`src/rtl/fetch_ctrl_pkg.sv`:
```
// Shared types and constants for the fetch sequencer: ibus request/response
// structs, the default reset PC and the two-state fetch FSM encoding.
package fetch_ctrl_pkg;

    localparam logic [31:0] FETCH_RESET_PC = 32'hbfc0_0000;

    typedef struct packed {
        logic        valid;
        logic [31:0] addr;
    } ibus_req_t;

    typedef struct packed {
        logic        addr_ok;
        logic        data_ok;
        logic [31:0] data;
    } ibus_resp_t;

    typedef enum logic {
        REQ  = 1'b0,
        WAIT = 1'b1
    } fetch_state_t;

    function automatic logic [31:0] pc_inc(input logic [31:0] pc);
        return pc + 32'd4;
    endfunction

endpackage

```
`src/rtl/fetch_slot.sv`:
```
// One-entry output register between fetch and decode. A write always wins;
// otherwise the entry is held while stalled and retired once decode takes it.
module fetch_slot (
    input  logic        clk,
    input  logic        reset,
    input  logic        wr_en_i,
    input  logic [31:0] wr_pc_i,
    input  logic [31:0] wr_instr_i,
    input  logic        wr_adel_i,
    input  logic        stall_i,
    output logic        valid_o,
    output logic [31:0] pc_o,
    output logic [31:0] instr_o,
    output logic        adel_o
);

    logic        valid_q, valid_d;
    logic [31:0] pc_q, pc_d;
    logic [31:0] instr_q, instr_d;
    logic        adel_q, adel_d;

    always_comb begin
        valid_d = valid_q;
        pc_d    = pc_q;
        instr_d = instr_q;
        adel_d  = adel_q;
        if (wr_en_i) begin
            valid_d = 1'b1;
            pc_d    = wr_pc_i;
            instr_d = wr_instr_i;
            adel_d  = wr_adel_i;
        end else if (valid_q && !stall_i) begin
            valid_d = 1'b0;
        end
    end

    always_ff @(posedge clk) begin
        if (reset) begin
            valid_q <= 1'b0;
            pc_q    <= '0;
            instr_q <= '0;
            adel_q  <= 1'b0;
        end else begin
            valid_q <= valid_d;
            pc_q    <= pc_d;
            instr_q <= instr_d;
            adel_q  <= adel_d;
        end
    end

    assign valid_o = valid_q;
    assign pc_o    = pc_q;
    assign instr_o = instr_q;
    assign adel_o  = adel_q;

endmodule

```
`src/rtl/fetch_ctrl.sv`:
```
// Fetch sequencer: owns the PC, runs the single-outstanding ibus handshake and
// applies redirects. Optional misaligned-fetch fault via FETCH_ALIGN_CHK_EN.
module fetch_ctrl
    import fetch_ctrl_pkg::*;
#(
    parameter logic [31:0] RESET_PC = FETCH_RESET_PC
) (
    input  logic        clk,
    input  logic        reset,
    output ibus_req_t   ireq,
    input  ibus_resp_t  iresp,
    input  logic        redirect_valid,
    input  logic [31:0] redirect_pc,
    input  logic        stall,
    output logic        out_valid,
    output logic [31:0] out_pc,
    output logic [31:0] out_instr,
    output logic        out_adel
);

    fetch_state_t state_q, state_d;
    logic [31:0]  pc_q, pc_d;
    logic [31:0]  pend_pc_q, pend_pc_d;
    logic         pend_valid_q, pend_valid_d;
    logic         discard_q, discard_d;

    logic         req_valid;
    logic         done;
    logic         slot_free;
    logic         misalign;
    logic         slot_wr;
    logic [31:0]  slot_wr_instr;
    logic         slot_wr_adel;

`ifdef FETCH_ALIGN_CHK_EN
    logic         halt_q, halt_d;
    assign misalign = (pc_q[1:0] != 2'b00);
`else
    assign misalign = 1'b0;
`endif

    // Issue only when the slot will be free by the time data returns.
    assign slot_free = !out_valid || !stall;

    always_comb begin
        state_d       = state_q;
        pc_d          = pc_q;
        pend_pc_d     = pend_pc_q;
        pend_valid_d  = pend_valid_q;
        discard_d     = discard_q;
        req_valid     = 1'b0;
        done          = 1'b0;
        slot_wr       = 1'b0;
        slot_wr_instr = iresp.data;
        slot_wr_adel  = 1'b0;
`ifdef FETCH_ALIGN_CHK_EN
        halt_d        = halt_q;
`endif
        case (state_q)
            REQ: begin
                req_valid = slot_free && !misalign && !reset;
                if (req_valid && iresp.addr_ok) begin
                    if (iresp.data_ok) begin
                        done = 1'b1;
                    end else begin
                        state_d   = WAIT;
                        discard_d = pend_valid_q || redirect_valid;
                        if (redirect_valid) begin
                            pend_pc_d    = redirect_pc;
                            pend_valid_d = 1'b1;
                        end
                    end
                end else if (req_valid) begin
                    // Address must stay put until accepted; remember the target.
                    if (redirect_valid) begin
                        pend_pc_d    = redirect_pc;
                        pend_valid_d = 1'b1;
                    end
                end else if (redirect_valid) begin
                    pc_d         = redirect_pc;
                    pend_valid_d = 1'b0;
`ifdef FETCH_ALIGN_CHK_EN
                    halt_d       = 1'b0;
`endif
                end else if (pend_valid_q) begin
                    pc_d         = pend_pc_q;
                    pend_valid_d = 1'b0;
                end
`ifdef FETCH_ALIGN_CHK_EN
                else if (misalign && !halt_q && slot_free) begin
                    slot_wr       = 1'b1;
                    slot_wr_instr = '0;
                    slot_wr_adel  = 1'b1;
                    halt_d        = 1'b1;
                end
`endif
            end
            WAIT: begin
                if (iresp.data_ok) begin
                    done = 1'b1;
                end else if (redirect_valid) begin
                    pend_pc_d    = redirect_pc;
                    pend_valid_d = 1'b1;
                    discard_d    = 1'b1;
                end
            end
            default: state_d = REQ;
        endcase

        if (done) begin
            state_d = REQ;
            if (discard_q || pend_valid_q || redirect_valid) begin
                pc_d         = redirect_valid ? redirect_pc : pend_pc_q;
                pend_valid_d = 1'b0;
                discard_d    = 1'b0;
            end else begin
                slot_wr = 1'b1;
                pc_d    = pc_inc(pc_q);
            end
        end
    end

    always_ff @(posedge clk) begin
        if (reset) begin
            state_q      <= REQ;
            pc_q         <= RESET_PC;
            pend_pc_q    <= '0;
            pend_valid_q <= 1'b0;
            discard_q    <= 1'b0;
        end else begin
            state_q      <= state_d;
            pc_q         <= pc_d;
            pend_pc_q    <= pend_pc_d;
            pend_valid_q <= pend_valid_d;
            discard_q    <= discard_d;
        end
    end

`ifdef FETCH_ALIGN_CHK_EN
    always_ff @(posedge clk) begin
        if (reset) halt_q <= 1'b0;
        else       halt_q <= halt_d;
    end
`endif

    assign ireq.valid = req_valid;
    assign ireq.addr  = pc_q;

    fetch_slot u_slot (
        .clk        (clk),
        .reset      (reset),
        .wr_en_i    (slot_wr),
        .wr_pc_i    (pc_q),
        .wr_instr_i (slot_wr_instr),
        .wr_adel_i  (slot_wr_adel),
        .stall_i    (stall),
        .valid_o    (out_valid),
        .pc_o       (out_pc),
        .instr_o    (out_instr),
        .adel_o     (out_adel)
    );

endmodule

```
`config.mk`:
```
export PLATFORM = sky130hd
export DESIGN_NAME = fetch_ctrl
export DESIGN_NICKNAME = d
export VERILOG_FILES = /design/src/rtl/fetch_ctrl_pkg.sv /design/src/rtl/fetch_slot.sv /design/src/rtl/fetch_ctrl.sv
export SDC_FILE = /design/constraint.sdc
export NUM_CORES = 1
export LEC_CHECK = 0
export CORE_AREA = 3 3 134 136
export CTS_CLUSTER_DIAMETER = 80
export CTS_CLUSTER_SIZE = 8
export DETAILED_ROUTE_END_ITERATION = 8
export DIE_AREA = 0 0 137 139
export HOLD_SLACK_MARGIN = 0.05
export PLACE_DENSITY = 0.69
export SYNTH_ARGS = -nofsm -noshare
export SYNTH_HDL_FRONTEND = slang
export SYNTH_SLANG_ARGS = --single-unit
```
`constraint.sdc`:
```
create_clock -name clk -period 2 [get_ports clk]
set_clock_uncertainty 0.2 [all_clocks]
set_input_delay 0.3 -clock clk [delete_from_list [all_inputs] [get_ports clk]]
set_output_delay 0.3 -clock clk [all_outputs]
set_load 0.03 [all_outputs]
```
==> summary.md <==
| Metric | Value |
|---|---|
| Status | complete, no violations |
| WS Path Type | flip-flop to output port |
| # hold bufs at CTS | 0 |
| Leakage | 3.44 nW |
| Total GRT Usage | 0.201 |
| CTS tree | done |
| Clock sink total | 132 |
| Chip Width | 137 um |
| Worst slew pin tran | 0.567 ns |
| Synth async-reset ratio | 0 |
| Clk Latency, worst-skew pair | 0.42 ns |
| Final core utilization | 0.535 |
| Clk slew on worst S/H paths | 0.06 ns |
| Worst path cell trace | clkdlybuf4s50_1 |
| CTS Buffer Depth | 2 |
| Area Growth Syn to Fin | 54.7% |
| Max_slew headroom | 0.622 |
| Syn_area_per_cell | 8.11 um^2 |
| MaxCap Viol Count | 0 |
| NumNets Final | 1015 |
| Port bufs | 167 |
| Slowest CP cell | clkdlybuf4s50_1 |
| Initial antenna violation count | 0 |
| RSZ-0062 raised after global routing | false |
| Fin crit share | 0.976 |
| Count of different cell masters after synthesis | 59 |
| Die Y | 139 um |
| I/O pin count | 169 |
| Crit-path max FO | 2 |
| Post-route ant nets | 0 |
| Max Freq | 512 MHz |
| Peak VDD IR | 0.000681 V |
| Grt total ovfl | 0 |
| Fin. Hold Viols | 0 |
| Part of the power in combinational logic | 0.162 |
| Vias in the first global route | 5747 |
| Area of the core | 17100 um^2 |
| TNS Setup | 0 ns |
| CP bufs+invs | 1 |
| Syn Nets | 798 |
| Setup violations, final | 0 |
| Ys Warns | 0 |
| WL per Instance | 16.4 um |
| Pre-Repair DR Iteration Count | 5 |
| #FFs+latches synth | 132 |
| Hold slack final | 0.0443 ns |
| Die area | 19000 um^2 |
| ANT cells | 0 |
| Switching Share | 0.260 |
| Rows | 48 |
| CTS root buf | clkbuf_16 |
| Critical path required time | 1.50 ns |
| Startpoint types | flip-flop |
| Largest net degree at the start of global routing | 52 |
| Critical path capture point type | output port |
| Hold Path Class | input port to flip-flop |
| Placed inst area | 8400 um^2 |
| Max-slew violations | 0 |
| Global-route wire length before repair | 30.4 mm |
| Gp weighted congestion | 0.918 |
| Fin area | 9130 um^2 |
| Register share of total power | 0.380 |
| Inserted Clock Buffers | 17 |
| WP data arrival | 1.45 ns |
| Crit path largest cell delay | 0.71 ns |
| Clock share of power | 0.459 |
| NetSw | 1.96 mW |
| Drt drc | 0 |
| Sequential fraction of the synthesis area | 0.448 |
| Routed wire length | 19.4 mm |
| Syn Inst Count | 727 |
| Post-Synthesis Cell Area | 5900 um^2 |
| Detailed-route via count | 6180 |
| Number of synthesized flops with an enable pin | 0 |
| Share of cells above drive strength 1 | 0.188 |
| Starting DRT DRC Count | 428 |
| Main synth FF type | dfxtp_1 |
| Fin crit period | 1.95 ns |
| Vias/cell | 5.23 |
| Power Density | 826 nW/um^2 |
| Htree depth | 4 |
| Initial core utilization | 0.346 |
| P_int | 5.58 mW |
| Family with the most delay on the worst path | buffers and inverters |
| DP HPWL | 14.0 mm |
-- power groups by stage --
stage | combinational, mW | clock, mW | sequential (mW)
floorplan | 0.461 | 0 | 3.05
global placement | 1.23 | 0 | 2.91
detailed placement | 1.24 | 0 | 2.91
CTS | 1.21 | 3.53 | 2.85
global route | 1.31 | 3.64 | 2.88
finish | 1.22 | 3.46 | 2.86
-- cells by family after synthesis --
family          share of synthesized area
compound gates                      0.203
mux                                0.0626
simple gates                        0.229
other cells                      0.000636
flops                               0.448
fa+ha+maj                         0.00212
xor+xnor                          0.00297
buf+inv                            0.0515
-- area by class of cell --
cell class / instances / area [um^2]
Clock buffer: 19 / 453
Clock inverter: 13 / 205
Fill cell: 1579 / 7930
Inverter: 7 / 26.3
Multi-Input combinational cell: 529 / 3050
Sequential cell: 132 / 2670
Tap cell: 225 / 282
Timing Repair Buffer: 257 / 2450
-- placed cells by master, fill, tap and decap left out, types with 12 or more instances in the layout --
master | synthesis | layout
mux2_2 | 15 | 15
clkbuf_16 | 0 | 17
buf_4 | 2 | 81
a211oi_1 | 13 | 13
a21oi_1 | 113 | 111
dfxtp_2 | 0 | 12
dfxtp_1 | 132 | 118
dlygate4sd2_1 | 0 | 32
clkdlybuf4s50_1 | 0 | 127
nand3_1 | 37 | 37
o21ai_0 | 16 | 14
nand2_1 | 173 | 172
nor2_1 | 27 | 25
mux2i_1 | 20 | 20
-- per-layer routing --
metal / track usage / up-vias / routed length, um
li1: - / 3017 / -
met1: 0.257 / 2895 / 8210
met2: 0.315 / 227 / 9390
met3: 0.0522 / 41 / 1150
met4: 0.0935 / 0 / 652
met5: 0 / - / 0
-- sequential cells by signal, indices dropped and copies added, names as in the netlist --
register        cells
u_slot.pc_o        32
u_slot.valid_o      1
u_slot.instr_o     32
pc_q               32
pend_valid_q        1
pend_pc_q          32
discard_q           1
state_q             1
-- metrics by stage --
step,std cells,total power [mW],setup WS (ns)
final,1182,7.53,0.0478
after global routing,1182,7.82,0.00276
after CTS,1181,7.59,0.00237
after detailed placement,1149,4.15,-0.445
after global placement,1149,4.13,-0.387
after floorplan,727,3.51,-0.0529
-- cell usage after synthesis, drive strengths merged, types with 2 or more instances --
| cell | count | area share |
|---|---|---|
| a311oi | 2 | 0.0030 |
| o32a | 8 | 0.014 |
| a2111oi | 3 | 0.0045 |
| o22ai | 2 | 0.0021 |
| o32ai | 2 | 0.0030 |
| inv | 7 | 0.0045 |
| a21o | 2 | 0.0025 |
| a32oi | 2 | 0.0030 |
| o21ai | 17 | 0.014 |
| nand2 | 174 | 0.11 |
| or3 | 7 | 0.0083 |
| nor4 | 4 | 0.0093 |
| nand4 | 10 | 0.012 |
| mux2i | 20 | 0.034 |
| o211ai | 7 | 0.0089 |
| a211oi | 13 | 0.017 |
| nor3 | 15 | 0.015 |
| and4 | 3 | 0.0045 |
| o31a | 2 | 0.0030 |
| buf | 30 | 0.028 |
| and3 | 4 | 0.0042 |
| o31ai | 2 | 0.0025 |
| a31oi | 6 | 0.0064 |
| clkbuf | 29 | 0.019 |
| a21oi | 115 | 0.099 |
| nor2 | 28 | 0.019 |
| dfxtp | 132 | 0.45 |
| a221oi | 3 | 0.0045 |
| xor2 | 2 | 0.0030 |
| mux2 | 15 | 0.029 |
| nor2b | 4 | 0.0042 |
| a41oi | 4 | 0.0059 |
| nand3 | 40 | 0.036 |
-- path summary, 6_finish.rpt --
path	startpoint	endpoint	slack (ns)	depth (start not counted)
setup / recovery	u_slot.pc_o[3]	out_pc[3]	0.05	1
hold / removal	stall	u_slot.valid_o	0.04	3
setup reg to reg	pc_q[8]	pc_q[19]	0.09	5
hold reg to reg	pend_pc_q[21]	pend_pc_q[21]	0.25	2
-- what timing repair did --
item                       CTS  global route
setup endpoints to repair   35            55
gates resized for setup     36            23
pin swaps                    0             7
setup buffers                0             1
(Power assumes the default switching activity.)
